[src/rtl/cond_flags_unit.sv]
// cond_flags_unit: NZCV flag register, condition evaluation and write gating
module cond_flags_unit (
  input  logic       clk,
  input  logic       reset,
  input  logic       en,
  input  logic [3:0] cond,
  input  logic [1:0] flag_write,
  input  logic       alu_n,
  input  logic       alu_z,
  input  logic       alu_c,
  input  logic       alu_v,
  input  logic       pc_src_in,
  input  logic       reg_write_in,
  input  logic       mem_write_in,
  input  logic       no_write,
  input  logic       flags_save,
  input  logic       flags_restore,
  output logic       pc_src,
  output logic       reg_write,
  output logic       mem_write,
  output logic       cond_ex,
  output logic [3:0] flags,
  output logic       carry_to_alu
);
  logic [3:0] shadow;
  logic n, z, c, v;
  assign {n, z, c, v} = flags;
  assign carry_to_alu = c;
  assign pc_src    = pc_src_in & cond_ex;
  assign reg_write = reg_write_in & cond_ex & ~no_write;
  assign mem_write = mem_write_in & cond_ex;
  // condition field against the registered (old) flags
  always_comb begin
    cond_ex = 1'b0;
    case (cond)
      4'b0000: cond_ex = z;
      4'b0001: cond_ex = ~z;
      4'b0010: cond_ex = c;
      4'b0011: cond_ex = ~c;
      4'b0100: cond_ex = n;
      4'b0101: cond_ex = ~n;
      4'b0110: cond_ex = v;
      4'b0111: cond_ex = ~v;
      4'b1000: cond_ex = c & ~z;
      4'b1001: cond_ex = ~c | z;
      4'b1010: cond_ex = n == v;
      4'b1011: cond_ex = n != v;
      4'b1100: cond_ex = ~z & (n == v);
      4'b1101: cond_ex = z | (n != v);
      4'b1110: cond_ex = 1'b1;
      default: cond_ex = 1'b0;
    endcase
  end
  // flag and shadow registers; restore beats conditional ALU write, save and restore together swap
  always_ff @(posedge clk) begin
    if (reset) begin
      flags  <= 4'b0000;
      shadow <= 4'b0000;
    end else if (en) begin
      if (flags_save) shadow <= flags;
      if (flags_restore) flags <= shadow;
      else if (cond_ex) begin
        if (flag_write[1]) flags[3:2] <= {alu_n, alu_z};
        if (flag_write[0]) flags[1:0] <= {alu_c, alu_v};
      end
    end
  end
endmodule
[config.mk]
export PLATFORM = sky130hd
export DESIGN_NAME = cond_flags_unit
export DESIGN_NICKNAME = d
export VERILOG_FILES = /design/src/rtl/cond_flags_unit.sv
export SDC_FILE = /design/constraint.sdc
export NUM_CORES = 1
export LEC_CHECK = 0
export ABC_AREA = 0
export BUFFER_PORTS_ARGS = -buffer_cell sky130_fd_sc_hd__buf_2
export CORE_UTILIZATION = 48
export DETAILED_ROUTE_END_ITERATION = 8
export PLACE_DENSITY = 0.79
export REMOVE_ABC_BUFFERS = 1
export SLEW_MARGIN = 0
export SYNTH_ARGS = -nofsm -noshare
export SYNTH_HDL_FRONTEND = slang
export SYNTH_SLANG_ARGS = --single-unit
[constraint.sdc]
create_clock -name clk -period 8.2 [get_ports clk]
set_input_delay 2.46 -clock clk [delete_from_list [all_inputs] [get_ports clk]]
set_output_delay 2.46 -clock clk [all_outputs]
set_load 0.01 [all_outputs]
==> results of run 1 <==
-- through the flow --
stage / utilization (%) / setup slack [ns] / instances / hold slack (ns) / power (uW)
floorplan: - / 1.897 / 72 / 0.4431 / 54.15
global placement: 65.04 / 1.758 / 113 / 0.4646 / 65.97
detailed placement: 65.04 / 1.729 / 113 / 0.4731 / 66.30
CTS: 66.99 / 1.724 / 116 / 0.4801 / 96.91
global route: 66.99 / 1.666 / 116 / 0.4900 / 102.1
finish: 66.99 / 1.733 / 116 / 0.4804 / 96.16
-- flip-flops by register name (all words and copies together), names as in the netlist --
register,flops
flags,4
shadow,4
-- worst max-delay path, stage by stage --
cell and delay, ns:
buf_2 0.13, or3b_2 0.43, o311ai_1 0.12, mux2_4 0.36, and2_4 0.19, nor3b_1 0.16
buf_2 0.15
-- routing by layer --
| layer | part of all wire [%] | global-route usage (%) | wire [um] |
|---|---|---|---|
| met2 | 42 | 36.86 | 636 |
| met3 | 5.9 | 5.233 | 89 |
| met4 | 1.7 | 8.036 | 25 |
| met5 | 0 | 0 | 0 |
| met1 | 50 | 32.97 | 763 |
-- worst max path at each step --
stage	from	slack, ns	endpoint	depth (start not counted)
after CTS	cond[2]	1.72	reg_write	7
after global routing	cond[2]	1.67	reg_write	7
after detailed placement	cond[2]	1.73	reg_write	7
after floorplan	cond[2]	1.90	reg_write	5
final	cond[2]	1.73	reg_write	7
after global placement	cond[2]	1.76	reg_write	7
-- layout make-up --
type                            count  share of cell area, %
Inverter                            3                  1.454
Tap cell                           14                  2.262
Clock buffer                        3                  2.908
Timing Repair Buffer               27                  17.45
Multi-Input combinational cell     61                  55.25
Sequential cell                     8                  20.68
-- kinds of logic after synthesis --
group / share of synthesized area, %
DFF: 25.45
xor gates and xnor gates: 2.784
muxes: 12.33
buffers and inverters: 6.561
and+or+nand+nor: 22.07
AOI/OAI and AO/OA: 30.82
-- cell usage in the layout (no fill, tap or decap) --
cell / Yosys / final
inv_1: 3 / 3
buf_2: 0 / 27
nor2b_1: 2 / 2
o41ai_2: 1 / 1
dfxtp_1: 8 / 8
xor2_1: 2 / 2
mux2i_1: 4 / 4
o311ai_1: 1 / 1
nand3_1: 4 / 4
or3b_2: 1 / 1
o221ai_1: 1 / 1
a32oi_1: 4 / 4
a2111oi_0: 4 / 4
nor2_1: 6 / 6
mux2_2: 2 / 2
o21ai_0: 4 / 4
nand2b_1: 2 / 2
a32o_1: 1 / 1
and2_4: 1 / 1
and3_1: 1 / 1
nor3_1: 2 / 2
mux2_4: 1 / 1
nor3b_1: 1 / 1
nand2_1: 8 / 8
clkbuf_4: 0 / 3
a21oi_1: 4 / 4
a311o_1: 4 / 4
-- report_power, final --
| group | switching, uW | internal (uW) |
|---|---|---|
| Sequential | 1.33 | 39.7 |
| Combinational | 13.6 | 11.2 |
| Clock | 13.6 | 16.8 |
==> flow_summary.yaml, run 1 <==
cells_and_area:
  nFillCells: 98
  regArea_um2: 160.2
  antennaDiodeCount: 0
  multi_input_area_um2: 427.9
  fin_area_um2: 774.5
  nNetsFinal: 123
  drive_gt1_share_pct: 35.29
  syn_to_final_growth_pct: 23.06
clock_network:
  clock-sinks: 8
  post_cts.repair.setup_buffers: 0
  cts_buffer_depth: 2
  cts-buffers-inserted: 3
  clk_pin_slew_ns: 0.05
  hold_buffers: 0
  clock-root-buffer: "clkbuf_4"
  cts_resized: 0
  clock_latency_ns: 0.26
  cts_tree: "yes"
  cts.htree.levels: 1
floorplanning:
  start_util_pct: 54.44
  coreArea_um2: 1156
  die_h_um: 38.21
  die_w_um: 38.21
  num_rows: 12
  ios: 28
  die-area_um2: 1460
logic_synthesis:
  ys_seq_area_share_pct: 25.45
  synthFlopType: "dfxtp_1"
  yosysTopAreaCell: "dfxtp_1"
  yosysWarnings: 0
  synthCells: 77
  synth_top_area_share_pct: 25.45
  ys_ff_latch: 8
  syn_avg_cell_area_um2: 8.173
  synthTopCellsByArea: "dfxtp_1 (25%), a311o_1 (6.4%), mux2i_1 (6.4%)"
  syn_area_um2: 629.4
  synth_cell_types: 29
  synthTopCellsByCount: "dfxtp_1 (8), nand2_1 (8), nor2_1 (6)"
  async_flop_share_pct: 0
  synth_edf_count: 0
timing:
  finalCritPeriodShare_pct: 78.87
  rsz0062_at_grt: "no"
  setup_tns_ns: 0
  worst_slew_pin_slew_ns: 0.4296
  setup_viol: 0
  maxSlewHeadroom_pct: 70.62
  fin_crit_ns: 6.467
  fmax_mhz: 154.6
  final-hold-violation-count: 0
  skew_ns: 0.004186
  slew_viol_final: 0
critical_path:
  regToRegStartpoint: "flags[1]"
  path_class: "in2out"
  endpoint_kind: "primary output"
  cp_max_fo: 8
  r2r-end: "flags[0]"
  r2r_setup_slack_ns: 6.11
  worstPathArrival_ns: 4.01
  critPathRequiredTime_ns: 5.74
  start_kind: "input pin"
  reg2reg_depth: 5
detailed_routing:
  first_pass_iters: 4
  vias: 697
  viasPerCell: 6.009
  drc: 0
  routed_wl_um: 1515
  postRouteAntennaNets: 0
  drt_first_iter_violations: 15
  routedWlPerCell_um: 13.06
power_and_ir_drop:
  p_per_area_nw_per_um2: 124.2
  p_leak_uw: 0.0003497
  ir_drop_v: 0.00008531
grt:
  grt_antenna_before_repair: 0
  grt_max_degree: 14
  grt.overflow.total: 0
  grt_pass1_vias: 585
  grt_usage_pct: 24.05
  grt_pass1_wl_um: 2435
hold_path:
  hold_depth: 2
  whs_endpoint: "shadow[3]"
  min_path_type: "reg2reg"
  hold_path_startpoint: "shadow[3]"
placement:
  gp_congestion: 0.8400
  place_area_um2: 752.0
  portBuffers: 27
  hpwl_um: 1138
run:
  drv_cap: 0
status:
  status: "completed"
(Power assumes the default switching activity.)
==> run 2, diff against run 1 <==
--- a/config.mk
+++ b/config.mk
@@ -5,11 +5,11 @@
 export SDC_FILE = /design/constraint.sdc
 export NUM_CORES = 1
 export LEC_CHECK = 0
-export ABC_AREA = 0
+export ABC_AREA = 1
 export BUFFER_PORTS_ARGS = -buffer_cell sky130_fd_sc_hd__buf_2
-export CORE_UTILIZATION = 48
+export CORE_UTILIZATION = 44
 export DETAILED_ROUTE_END_ITERATION = 8
-export PLACE_DENSITY = 0.79
+export PLACE_DENSITY = 0.74
 export REMOVE_ABC_BUFFERS = 1
 export SLEW_MARGIN = 0
 export SYNTH_ARGS = -nofsm -noshare
==> constraint.sdc (replaced) <==
create_clock -name clk -period 6.4 [get_ports clk]
set_input_delay 1.92 -clock clk [delete_from_list [all_inputs] [get_ports clk]]
set_output_delay 1.92 -clock clk [all_outputs]
set_load 0.01 [all_outputs]
==> run 2 against run 1 <==
Register-to-register slack lost 1.2 ns. Clock power grew 29%. Sequential share of layout area shrank 0.10 points. Die area grew 5.3%. Worst setup slack lost 0.16 ns. Clock-buffer cell count is the same. Flip-flop and latch count is the same. First-iteration DRC count is the same. Critical endpoint is now pc_src. Largest cell class unchanged. Highest routed layer unchanged.
==> flow_summary.yaml, run 2 <==
status:
  status: "completed"
critical_path:
  endpoint_kind: "primary output"
  r2r_setup_slack_ns: 4.95
  worstPathArrival_ns: 2.90
  critPathRequiredTime_ns: 4.48
  cp_max_fo: 4
  start_kind: "input pin"
  path_class: "in2out"
grt:
  grt_max_degree: 9
  grt_pass1_wl_um: 2118
  grt_usage_pct: 20.67
  grt.overflow.total: 0
  use_met3_pct: 5.202
  grt_antenna_before_repair: 0
  use_met1_pct: 28.13
  grt_pass1_vias: 520
  grt.met2_usage_pct: 30.83
  busiest_layer: "met2"
floorplanning:
  num_rows: 13
  die-area_um2: 1538
  coreArea_um2: 1301
  die_h_um: 39.22
  ios: 28
  start_util_pct: 46.83
  die_w_um: 39.22
logic_synthesis:
  post-synth-top-count-cell: "nand2_1"
  syn_area_um2: 609.3
  synth_cell_types: 13
  synthFlopType: "dfxtp_1"
  synthTopCellsByCount: "nand2_1 (43), nor2_1 (22), inv_1 (17)"
  yosysTopAreaCell: "nand2_1"
  synth_edf_count: 0
  synthTopCellsByArea: "nand2_1 (26%), dfxtp_1 (26%), nor2_1 (14%)"
  ys_seq_area_share_pct: 26.28
  yosysWarnings: 0
  ys_ff_latch: 8
  synth_top_area_share_pct: 26.49
  synthCells: 115
  syn_avg_cell_area_um2: 5.299
  async_flop_share_pct: 0
cells_and_area:
  stdcell_count: 159
  antennaDiodeCount: 0
  mostFrequentLayoutCells: "nand2_1 (43), buf_2 (27), nor2_1 (22)"
  layout_commonest_cell: "nand2_1"
  post-route-util_pct: 59.81
  nNetsFinal: 165
  drive_gt1_share_pct: 25.00
  top_regs: "flags: 4 flops, shadow: 4 flops"
  syn_to_final_growth_pct: 27.72
  nFillCells: 140
  fin_area_um2: 778.2
placement:
  gp_congestion: 0.8075
  hpwl_um: 1169
  dp_cells: 156
  portBuffers: 27
  place_area_um2: 755.7
timing:
  rsz0062_at_grt: "no"
  fmax_mhz: 207.3
  finalCritPeriodShare_pct: 75.39
  skew_ns: 0.005635
  setup_viol: 0
  final-hold-violation-count: 0
  worst_slew_pin_slew_ns: 0.2087
  maxSlewHeadroom_pct: 86.07
  fin_crit_ns: 4.825
  setup_tns_ns: 0
  slew_viol_final: 0
clock_network:
  hold_buffers: 0
  clock_latency_ns: 0.26
  clock-root-buffer: "clkbuf_4"
  clock-sinks: 8
  cts_buffer_depth: 2
  cts_resized: 0
  cts-buffers-inserted: 3
  clk_pin_slew_ns: 0.06
  cts.htree.levels: 1
  cts_tree: "yes"
  post_cts.repair.setup_buffers: 0
detailed_routing:
  postRouteAntennaNets: 0
  vias: 739
  drt_first_iter_violations: 15
  routed_wl_um: 1387
  drc: 0
  first_pass_iters: 4
  routedWlPerCell_um: 8.723
  viasPerCell: 4.648
power_and_ir_drop:
  ir_drop_v: 0.0001463
  p_per_area_nw_per_um2: 182.5
  p_leak_uw: 0.0004921
hold_path:
  min_path_type: "reg2reg"
run:
  drv_cap: 0
run 2: changes by cell type after synthesis, moves of 3 or more:
| cell | previous run | this run |
|---|---|---|
| nor2_1 | 6 | 22 |
| a2111oi_0 | 4 | 0 |
| nand3_1 | 4 | 7 |
| inv_1 | 3 | 17 |
| nand2_2 | 0 | 3 |
| mux2i_1 | 4 | 0 |
| nand2_1 | 8 | 43 |
| a32oi_1 | 4 | 0 |
| a311o_1 | 4 | 0 |
run 2: path summary, 6_finish.rpt:
kind	from	endpoint	depth (start not counted)
hold reg to reg	shadow[2]	shadow[2]	2
setup reg to reg	flags[3]	flags[0]	11
setup / recovery	cond[0]	pc_src	12
hold / removal	shadow[2]	shadow[2]	2
run 2: logic make-up after synthesis:
logic type / after synthesis / share of synthesized area, %
AO/OA/AOI/OAI: 11 / 9.650
AND/OR/NAND/NOR: 78 / 52.36
flip-flops: 8 / 26.28
buffers and inverters: 18 / 11.70
run 2: metrics by stage:
stage	setup WS [ns]	hold slack, ns	total power, uW
floorplan	1.784	0.5040	86.53
global placement	1.575	0.5224	103.1
detailed placement	1.577	0.5330	103.9
CTS	1.572	0.5406	143.3
global route	1.423	0.5812	154.8
finish	1.575	0.5371	142.0
run 2: layer usage:
layer | share of wire (%) | vias to the layer above
met5 | 0 | -
met4 | 1.2 | 0
met3 | 4.0 | 2
met2 | 46 | 19
met1 | 49 | 311
li1 | - | 407
run 2: where the power goes:
group	internal [uW]	switching, uW
Combinational	18.0	28.1
Clock	21.5	17.6
Sequential	53.9	2.93
run 2: worst max-delay path, stage by stage:
cell,delay [ns]
buf_2,0.11
inv_1,0.10
nor2_1,0.07
nand2_1,0.06
nand3_1,0.08
nand2_1,0.06
nand2_1,0.06
nor2_2,0.12
nand2_1,0.09
inv_1,0.07
nor2_1,0.04
buf_2,0.13
run 2: cell type report:
| class | count | area [um2] | area share, % |
|---|---|---|---|
| multi-input combinational | 89 | 377.9 | 48.55 |
| clock buffer | 3 | 22.52 | 2.894 |
| tap | 15 | 18.77 | 2.412 |
| inverter | 17 | 63.81 | 8.199 |
| sequential | 8 | 160.2 | 20.58 |
| timing repair buffer | 27 | 135.1 | 17.36 |
